File: config.mk
export PLATFORM = sky130hd
export DESIGN_NAME = sa_seq_flat
export DESIGN_NICKNAME = d
export VERILOG_FILES = /design/src/rtl/sa_seq_if.sv /design/src/rtl/sa_seq.sv /design/src/flat_wrapper.sv
export SDC_FILE = /design/constraint.sdc
export NUM_CORES = 1
export LEC_CHECK = 0
export CAP_MARGIN = 10
export CORE_UTILIZATION = 44
export DETAILED_ROUTE_END_ITERATION = 10
export MAX_ROUTING_LAYER = met4
export PLACE_DENSITY_LB_ADDON = 0.08
export SETUP_SLACK_MARGIN = 0.05
export SLEW_MARGIN = 0
export SYNTH_ARGS = -nofsm -noshare
export SYNTH_HDL_FRONTEND = slang
export SYNTH_SLANG_ARGS = --single-unit
File: constraint.sdc
create_clock -name clk_i -period 1.8 [get_ports clk_i]
set_clock_uncertainty 0.05 [all_clocks]
set_input_delay 0.18 -clock clk_i [delete_from_list [all_inputs] [get_ports clk_i]]
set_output_delay 0.18 -clock clk_i [all_outputs]
set_load 0.1 [all_outputs]
File: src/rtl/sa_seq_if.sv
// Control, load-stream, result-stream and array-bus signals of the systolic-array sequencer.
interface sa_seq_if #(
   parameter int mac_w = 19,
   parameter int x_w   = 8
);
   logic             start_i;
   logic             reload_w_i;
   logic             busy_o;
   logic             done_o;
   logic             in_v_i;
   logic [x_w-1:0]   in_data_i;
   logic             in_ready_o;
   logic             out_v_o;
   logic [mac_w-1:0] out_data_o;
   logic             out_ready_i;
   logic [7:0]       addr_o;
   logic [x_w-1:0]   data_o;
   logic             wr_vo;
   logic [mac_w-1:0] rd_data_i;

   modport slave (
      input  start_i, reload_w_i, in_v_i, in_data_i, out_ready_i, rd_data_i,
      output busy_o, done_o, in_ready_o, out_v_o, out_data_o, addr_o, data_o, wr_vo
   );

   modport master (
      output start_i, reload_w_i, in_v_i, in_data_i, out_ready_i, rd_data_i,
      input  busy_o, done_o, in_ready_o, out_v_o, out_data_o, addr_o, data_o, wr_vo
   );
endinterface

File: src/rtl/sa_seq.sv
// Job sequencer for an 8x8 systolic array: streams weights/activations onto the array bus,
// kicks the array, waits a fixed latency, then streams 64 results out under valid/ready.
module sa_seq #(
   parameter int mac_w    = 19,
   parameter int x_w      = 8,
   parameter int wait_cyc = 40
) (
   input logic     clk_i,
   input logic     rst_i,
   sa_seq_if.slave bus
);
   typedef enum logic [2:0] {
      IDLE   = 3'd0,
      LOAD_W = 3'd1,
      LOAD_D = 3'd2,
      START  = 3'd3,
      WAIT   = 3'd4,
      READ   = 3'd5
   } state_t;

   state_t           state;
   logic [5:0]       cnt;
   logic [5:0]       rcnt;
   logic [7:0]       wcnt;
   logic [7:0]       addr;
   logic [x_w-1:0]   data;
   logic             wr;
   logic             in_ready;
   logic             out_v;
   logic             busy;
   logic             done;
   logic             beat;
   logic             take;
   logic [mac_w-1:0] rd_q;

   assign beat = bus.in_v_i & in_ready;
   assign take = out_v & bus.out_ready_i;
   assign rd_q = bus.rd_data_i;

   always_ff @(posedge clk_i) begin
      if (rst_i) begin
         state    <= IDLE;
         cnt      <= '0;
         rcnt     <= '0;
         wcnt     <= '0;
         addr     <= '0;
         data     <= '0;
         wr       <= 1'b0;
         in_ready <= 1'b0;
         out_v    <= 1'b0;
         busy     <= 1'b0;
         done     <= 1'b0;
      end else begin
         wr   <= 1'b0;
         done <= 1'b0;
         case (state)
            IDLE: begin
               if (bus.start_i) begin
                  cnt      <= '0;
                  in_ready <= 1'b1;
                  busy     <= 1'b1;
                  state    <= bus.reload_w_i ? LOAD_W : LOAD_D;
               end
            end
            LOAD_W: begin
               if (beat) begin
                  wr   <= 1'b1;
                  data <= bus.in_data_i;
                  addr <= {2'b00, cnt};
                  if (cnt == 6'd63) begin
                     cnt   <= '0;
                     state <= LOAD_D;
                  end else begin
                     cnt <= cnt + 6'd1;
                  end
               end
            end
            LOAD_D: begin
               if (beat) begin
                  wr   <= 1'b1;
                  data <= bus.in_data_i;
                  addr <= {2'b01, cnt};
                  if (cnt == 6'd63) begin
                     cnt      <= '0;
                     in_ready <= 1'b0;
                     state    <= START;
                  end else begin
                     cnt <= cnt + 6'd1;
                  end
               end
            end
            START: begin
               // Bus is registered, so the kick write lands in the first WAIT cycle;
               // the counter then covers wait_cyc quiet cycles after it.
               wr    <= 1'b1;
               addr  <= 8'hC0;
               data  <= '0;
               wcnt  <= 8'(wait_cyc);
               state <= WAIT;
            end
            WAIT: begin
               if (wcnt == 8'd0) begin
                  rcnt  <= '0;
                  addr  <= {2'b10, 6'd0};
                  out_v <= 1'b1;
                  state <= READ;
               end else begin
                  wcnt <= wcnt - 8'd1;
               end
            end
            READ: begin
               if (take) begin
                  if (rcnt == 6'd63) begin
                     rcnt  <= '0;
                     addr  <= '0;
                     out_v <= 1'b0;
                     busy  <= 1'b0;
                     done  <= 1'b1;
                     state <= IDLE;
                  end else begin
                     rcnt <= rcnt + 6'd1;
                     addr <= {2'b10, rcnt + 6'd1};
                  end
               end
            end
            default: begin
               in_ready <= 1'b0;
               out_v    <= 1'b0;
               busy     <= 1'b0;
               state    <= IDLE;
            end
         endcase
      end
   end

   assign bus.busy_o     = busy;
   assign bus.done_o     = done;
   assign bus.in_ready_o = in_ready;
   assign bus.out_v_o    = out_v;
   assign bus.out_data_o = rd_q;
   assign bus.addr_o     = addr;
   assign bus.data_o     = data;
   assign bus.wr_vo      = wr;
endmodule
File: src/flat_wrapper.sv
// flat-port wrapper written by rule: the top's interface ports become plain ports
module sa_seq_flat 
#(
   parameter int mac_w    = 19,
   parameter int x_w      = 8,
   parameter int wait_cyc = 40
)
  (clk_i, rst_i, bus_start_i, bus_reload_w_i, bus_in_v_i, bus_in_data_i, bus_out_ready_i, bus_rd_data_i, bus_busy_o, bus_done_o, bus_in_ready_o, bus_out_v_o, bus_out_data_o, bus_addr_o, bus_data_o, bus_wr_vo);
  sa_seq_if #(.mac_w(mac_w), .x_w(x_w)) bus_i ();
  input logic clk_i;
  input logic rst_i;
  input wire logic [$bits(bus_i.start_i)-1:0] bus_start_i;
  input wire logic [$bits(bus_i.reload_w_i)-1:0] bus_reload_w_i;
  input wire logic [$bits(bus_i.in_v_i)-1:0] bus_in_v_i;
  input wire logic [$bits(bus_i.in_data_i)-1:0] bus_in_data_i;
  input wire logic [$bits(bus_i.out_ready_i)-1:0] bus_out_ready_i;
  input wire logic [$bits(bus_i.rd_data_i)-1:0] bus_rd_data_i;
  output wire logic [$bits(bus_i.busy_o)-1:0] bus_busy_o;
  output wire logic [$bits(bus_i.done_o)-1:0] bus_done_o;
  output wire logic [$bits(bus_i.in_ready_o)-1:0] bus_in_ready_o;
  output wire logic [$bits(bus_i.out_v_o)-1:0] bus_out_v_o;
  output wire logic [$bits(bus_i.out_data_o)-1:0] bus_out_data_o;
  output wire logic [$bits(bus_i.addr_o)-1:0] bus_addr_o;
  output wire logic [$bits(bus_i.data_o)-1:0] bus_data_o;
  output wire logic [$bits(bus_i.wr_vo)-1:0] bus_wr_vo;
  assign bus_i.start_i = bus_start_i;
  assign bus_i.reload_w_i = bus_reload_w_i;
  assign bus_i.in_v_i = bus_in_v_i;
  assign bus_i.in_data_i = bus_in_data_i;
  assign bus_i.out_ready_i = bus_out_ready_i;
  assign bus_i.rd_data_i = bus_rd_data_i;
  assign bus_busy_o = bus_i.busy_o;
  assign bus_done_o = bus_i.done_o;
  assign bus_in_ready_o = bus_i.in_ready_o;
  assign bus_out_v_o = bus_i.out_v_o;
  assign bus_out_data_o = bus_i.out_data_o;
  assign bus_addr_o = bus_i.addr_o;
  assign bus_data_o = bus_i.data_o;
  assign bus_wr_vo = bus_i.wr_vo;
  sa_seq #(.mac_w(mac_w), .x_w(x_w), .wait_cyc(wait_cyc)) u_core (.clk_i(clk_i), .rst_i(rst_i), .bus(bus_i));
endmodule
==> metrics.csv <==
stage,metric,value,unit
clock_network,htreeDepth,2,
route,viasPerCell,5.74,
synth,async_reset_ff_frac,0,
critical_path,path_max_fanout,8,
pwr,p_clk_frac,0.164,
flow_run,max_cap_violations,0,
pwr,p_leak,1.32,nW
clock_network,cts_tree,yes,
floorplan,design.die.area,6260,um2
critical_path,regToRegSetupSlack,10,ps
critical_path,reg2reg_to,u_core.bus.addr_o[7],
timing,post-route-min-period,1790,ps
synth,syn_avg_cell_area,8.76,um2
cells_and_area,utilization,0.611,
critical_path,cp_data_required_time,1980,ps
hold_path,hp-start,bus_rd_data_i[10],
cells_and_area,final_cell_mix,"65 x buf_4, 39 x dfxtp_1, 22 x a21oi_1, 14 x nand3_1, 14 x nor2_1",
synth,synth_cell_types,62,
synth,yosys_warnings,0,
timing,slew_viol_final,0,
route,wl_per_cell,16.2,um
floorplan,ioPinCount,73,
critical_path,critPathLaunchType,register,
route,drt_iter0_drc,125,
pwr,switching_share,0.456,
pwr,irDropWorstVdd,0.685,mV
pwr,internal_power,2.52,mW
pwr,p_switching,2.12,mW
cells_and_area,nets,389,
critical_path,crit_path_top_delay_cell,or3b_4,
global_routing,grt_use_total,0.237,
synth,synth-seq-cells,44,
critical_path,rr_worst_depth,7,
cells_and_area,drive_gt1_frac,0.343,
hold_path,hold_path_class,input port to output pin,
clock_network,numClockSinks,44,
critical_path,crit_path_end,u_core.bus.addr_o[7],
critical_path,cp_cell_sequence,"inv_2, ha_2, or3b_4, o21ai_4, and3_4, buf_12, mux2i_1",
timing,setup_violations,0,
timing,rsz0062_at_grt,yes,
route,drc,0,
clock_network,cts_max_path_buffers,2,
timing,timing_hold_violations_final,0,
synth,synth_fp_nets,336,
floorplan,die_x,79.1,um
critical_path,critical-path-max-stage-delay,410,ps
route,postRouteAntennaNets,0,
clock_network,hold_buffers,0,
critical_path,cp-startpoint,u_core.wcnt[0],
critical_path,worstPathArrival,1970,ps
cells_and_area,regArea,895,um2
floorplan,coreArea,5610,um2
synth,synth_flop_cell,dfxtp_1,
synth,ys_seq_area_frac,0.336,
route,wl,6.87,mm
global_routing,globalRouteOverflowTotal,0,
cells_and_area,num_antenna_cells,0,
timing,period_share,0.993,
clock_network,clk_pin_slew,90,ps
floorplan,rows,27,
global_routing,grt_pass1_vias,2356,
place,numPortBuffers,34,
outcome,status,completed,
timing,holdWs,310,ps
route,vias,2438,
pwr,seqPwrFrac,0.271,
clock_network,clk_latency,300,ps
synth,netlist_area,2620,um2
synth,synth-edff-count,0,
critical_path,path_class,register to register,
clock_network,root_buffer,clkbuf_8,
cells_and_area,area_growth,30.8,%
cells_and_area,multi_input_area,1530,um2
critical_path,r2r-start,u_core.wcnt[0],
cells_and_area,n_fill_cell,550,
floorplan,die_height,79.1,um
synth,syn_inst,299,
global_routing,grt_pass1_wl,11.4,mm
pwr,p_comb_frac,0.564,
place,dp_hpwl,4.84,mm
timing,fmax,559,MHz
floorplan,start_util,0.467,
global_routing,antenna_found_initial,0,
place,gp_routability_congestion,0.903,
cells_and_area,final_common_cell,buf_4,
global_routing,grt_start_max_net_pins,26,
clock_network,cts_inserted_buffers,5,
route,drtPass1Iterations,4,
pwr,power_density,1360,nW/um2
timing,tightest_slew,454,ps
timing,relSlewSlack,0.697,
critical_path,worstSetupEndpointType,register,
## power by group through the flow
| stage | clock, mW | sequential [mW] | combinational [mW] |
|---|---|---|---|
| after floorplan | 0 | 2.01 | 1.18 |
| after global placement | 0 | 1.27 | 2.44 |
| after detailed placement | 0 | 1.28 | 2.44 |
| after CTS | 0.773 | 1.26 | 2.52 |
| after global routing | 0.815 | 1.28 | 2.79 |
| final | 0.762 | 1.26 | 2.62 |
## repair_timing
action / 4_1_cts / 5_1_grt
setup buffers: 1 / 2
setup endpoints to repair: 24 / 31
gates cloned: 0 / 1
gates resized for setup: 7 / 21
pin swaps: 2 / 10
## state kept, by name (all words and copies together) (netlist names)
signal                 cells
u_core.state               3
u_core.bus.done_o          1
u_core.rcnt                6
u_core.bus.busy_o          1
u_core.bus.data_o          8
u_core.bus.out_v_o         1
u_core.bus.addr_o          8
u_core.bus.in_ready_o      1
u_core.cnt                 6
u_core.bus.wr_vo           1
u_core.wcnt                8
## worst max-delay path: cells and delay by family, from the launching register on
kind	cells	cell delay [ps]
fa+ha+maj	1	160
flops	1	330
buf+inv	2	180
simple gates	2	630
mux	1	180
compound gates	1	190
## cells by family after synthesis
group | after synthesis | synth area share
XOR/XNOR | 8 | 0.0296
multiplexers | 9 | 0.0344
AO/OA/AOI/OAI | 95 | 0.271
buffers and inverters | 53 | 0.115
adder cells (fa/ha/maj) | 4 | 0.0191
flip-flops | 44 | 0.336
AND/OR/NAND/NOR | 86 | 0.194
## worst min-delay path by stage
stage | slack [ps] | to | cells past startpoint
floorplan | 270 | u_core.bus.data_o[0] | 2
global placement | 310 | bus_out_data_o[12] | 0
detailed placement | 310 | bus_out_data_o[12] | 0
CTS | 310 | bus_out_data_o[12] | 0
global route | 310 | bus_out_data_o[18] | 0
finish | 310 | bus_out_data_o[10] | 0
## cells in the mapped netlist, types with 3 or more instances
cell | n | area, um2
dfxtp_1 | 44 | 881
nor4_1 | 4 | 25.0
o21a_1 | 4 | 30.0
a311oi_1 | 4 | 35.0
o41ai_1 | 4 | 35.0
nand3_1 | 14 | 70.1
a31oi_1 | 10 | 62.6
xor2_1 | 6 | 52.6
ha_1 | 4 | 50.1
nor3b_1 | 4 | 30.0
buf_6 | 3 | 33.8
o211ai_1 | 5 | 37.5
a22oi_1 | 4 | 30.0
a211oi_2 | 6 | 75.1
mux2i_1 | 9 | 90.1
inv_1 | 11 | 41.3
nor3_1 | 4 | 20.0
buf_4 | 19 | 143
clkbuf_1 | 13 | 48.8
nor2_1 | 14 | 52.6
and3_1 | 9 | 56.3
a21oi_1 | 23 | 115
o2111ai_1 | 5 | 43.8
o21ai_1 | 5 | 25.0
buf_2 | 6 | 30.0
nand2_1 | 13 | 48.8
nand3b_1 | 5 | 37.5
nand2b_1 | 3 | 18.8
## stage by stage
stage	cells	setup slack (ps)	power [mW]	instance area, um2	setup TNS [ps]
5_1_grt	425	-70.3	4.88	3430	-407
6_report	425	11.9	4.64	3430	0
3_5_place_dp	413	-47.8	3.71	3150	-334
2_1_floorplan	299	50.5	3.19	2630	0
4_1_cts	422	12.9	4.55	3310	0
3_3_place_gp	413	-23.4	3.71	3150	-134
## area by class of cell
type                    count  area share
repair buffers             87       0.218
multi-input cells         202       0.447
well taps                  72      0.0263
flip-flops and latches     44       0.261
inverters                  12      0.0131
clock buffers               7      0.0314
clock inverters             1     0.00256
## per-layer routing
metal / global-route usage / vias up / wire [um]
met5: - / - / 0
met4: 0.0727 / 0 / 96
met3: 0.0356 / 19 / 200
met2: 0.397 / 40 / 3340
met1: 0.295 / 1158 / 3230
li1: - / 1221 / -
Note: power is estimated with default switching activity, not from simulation.
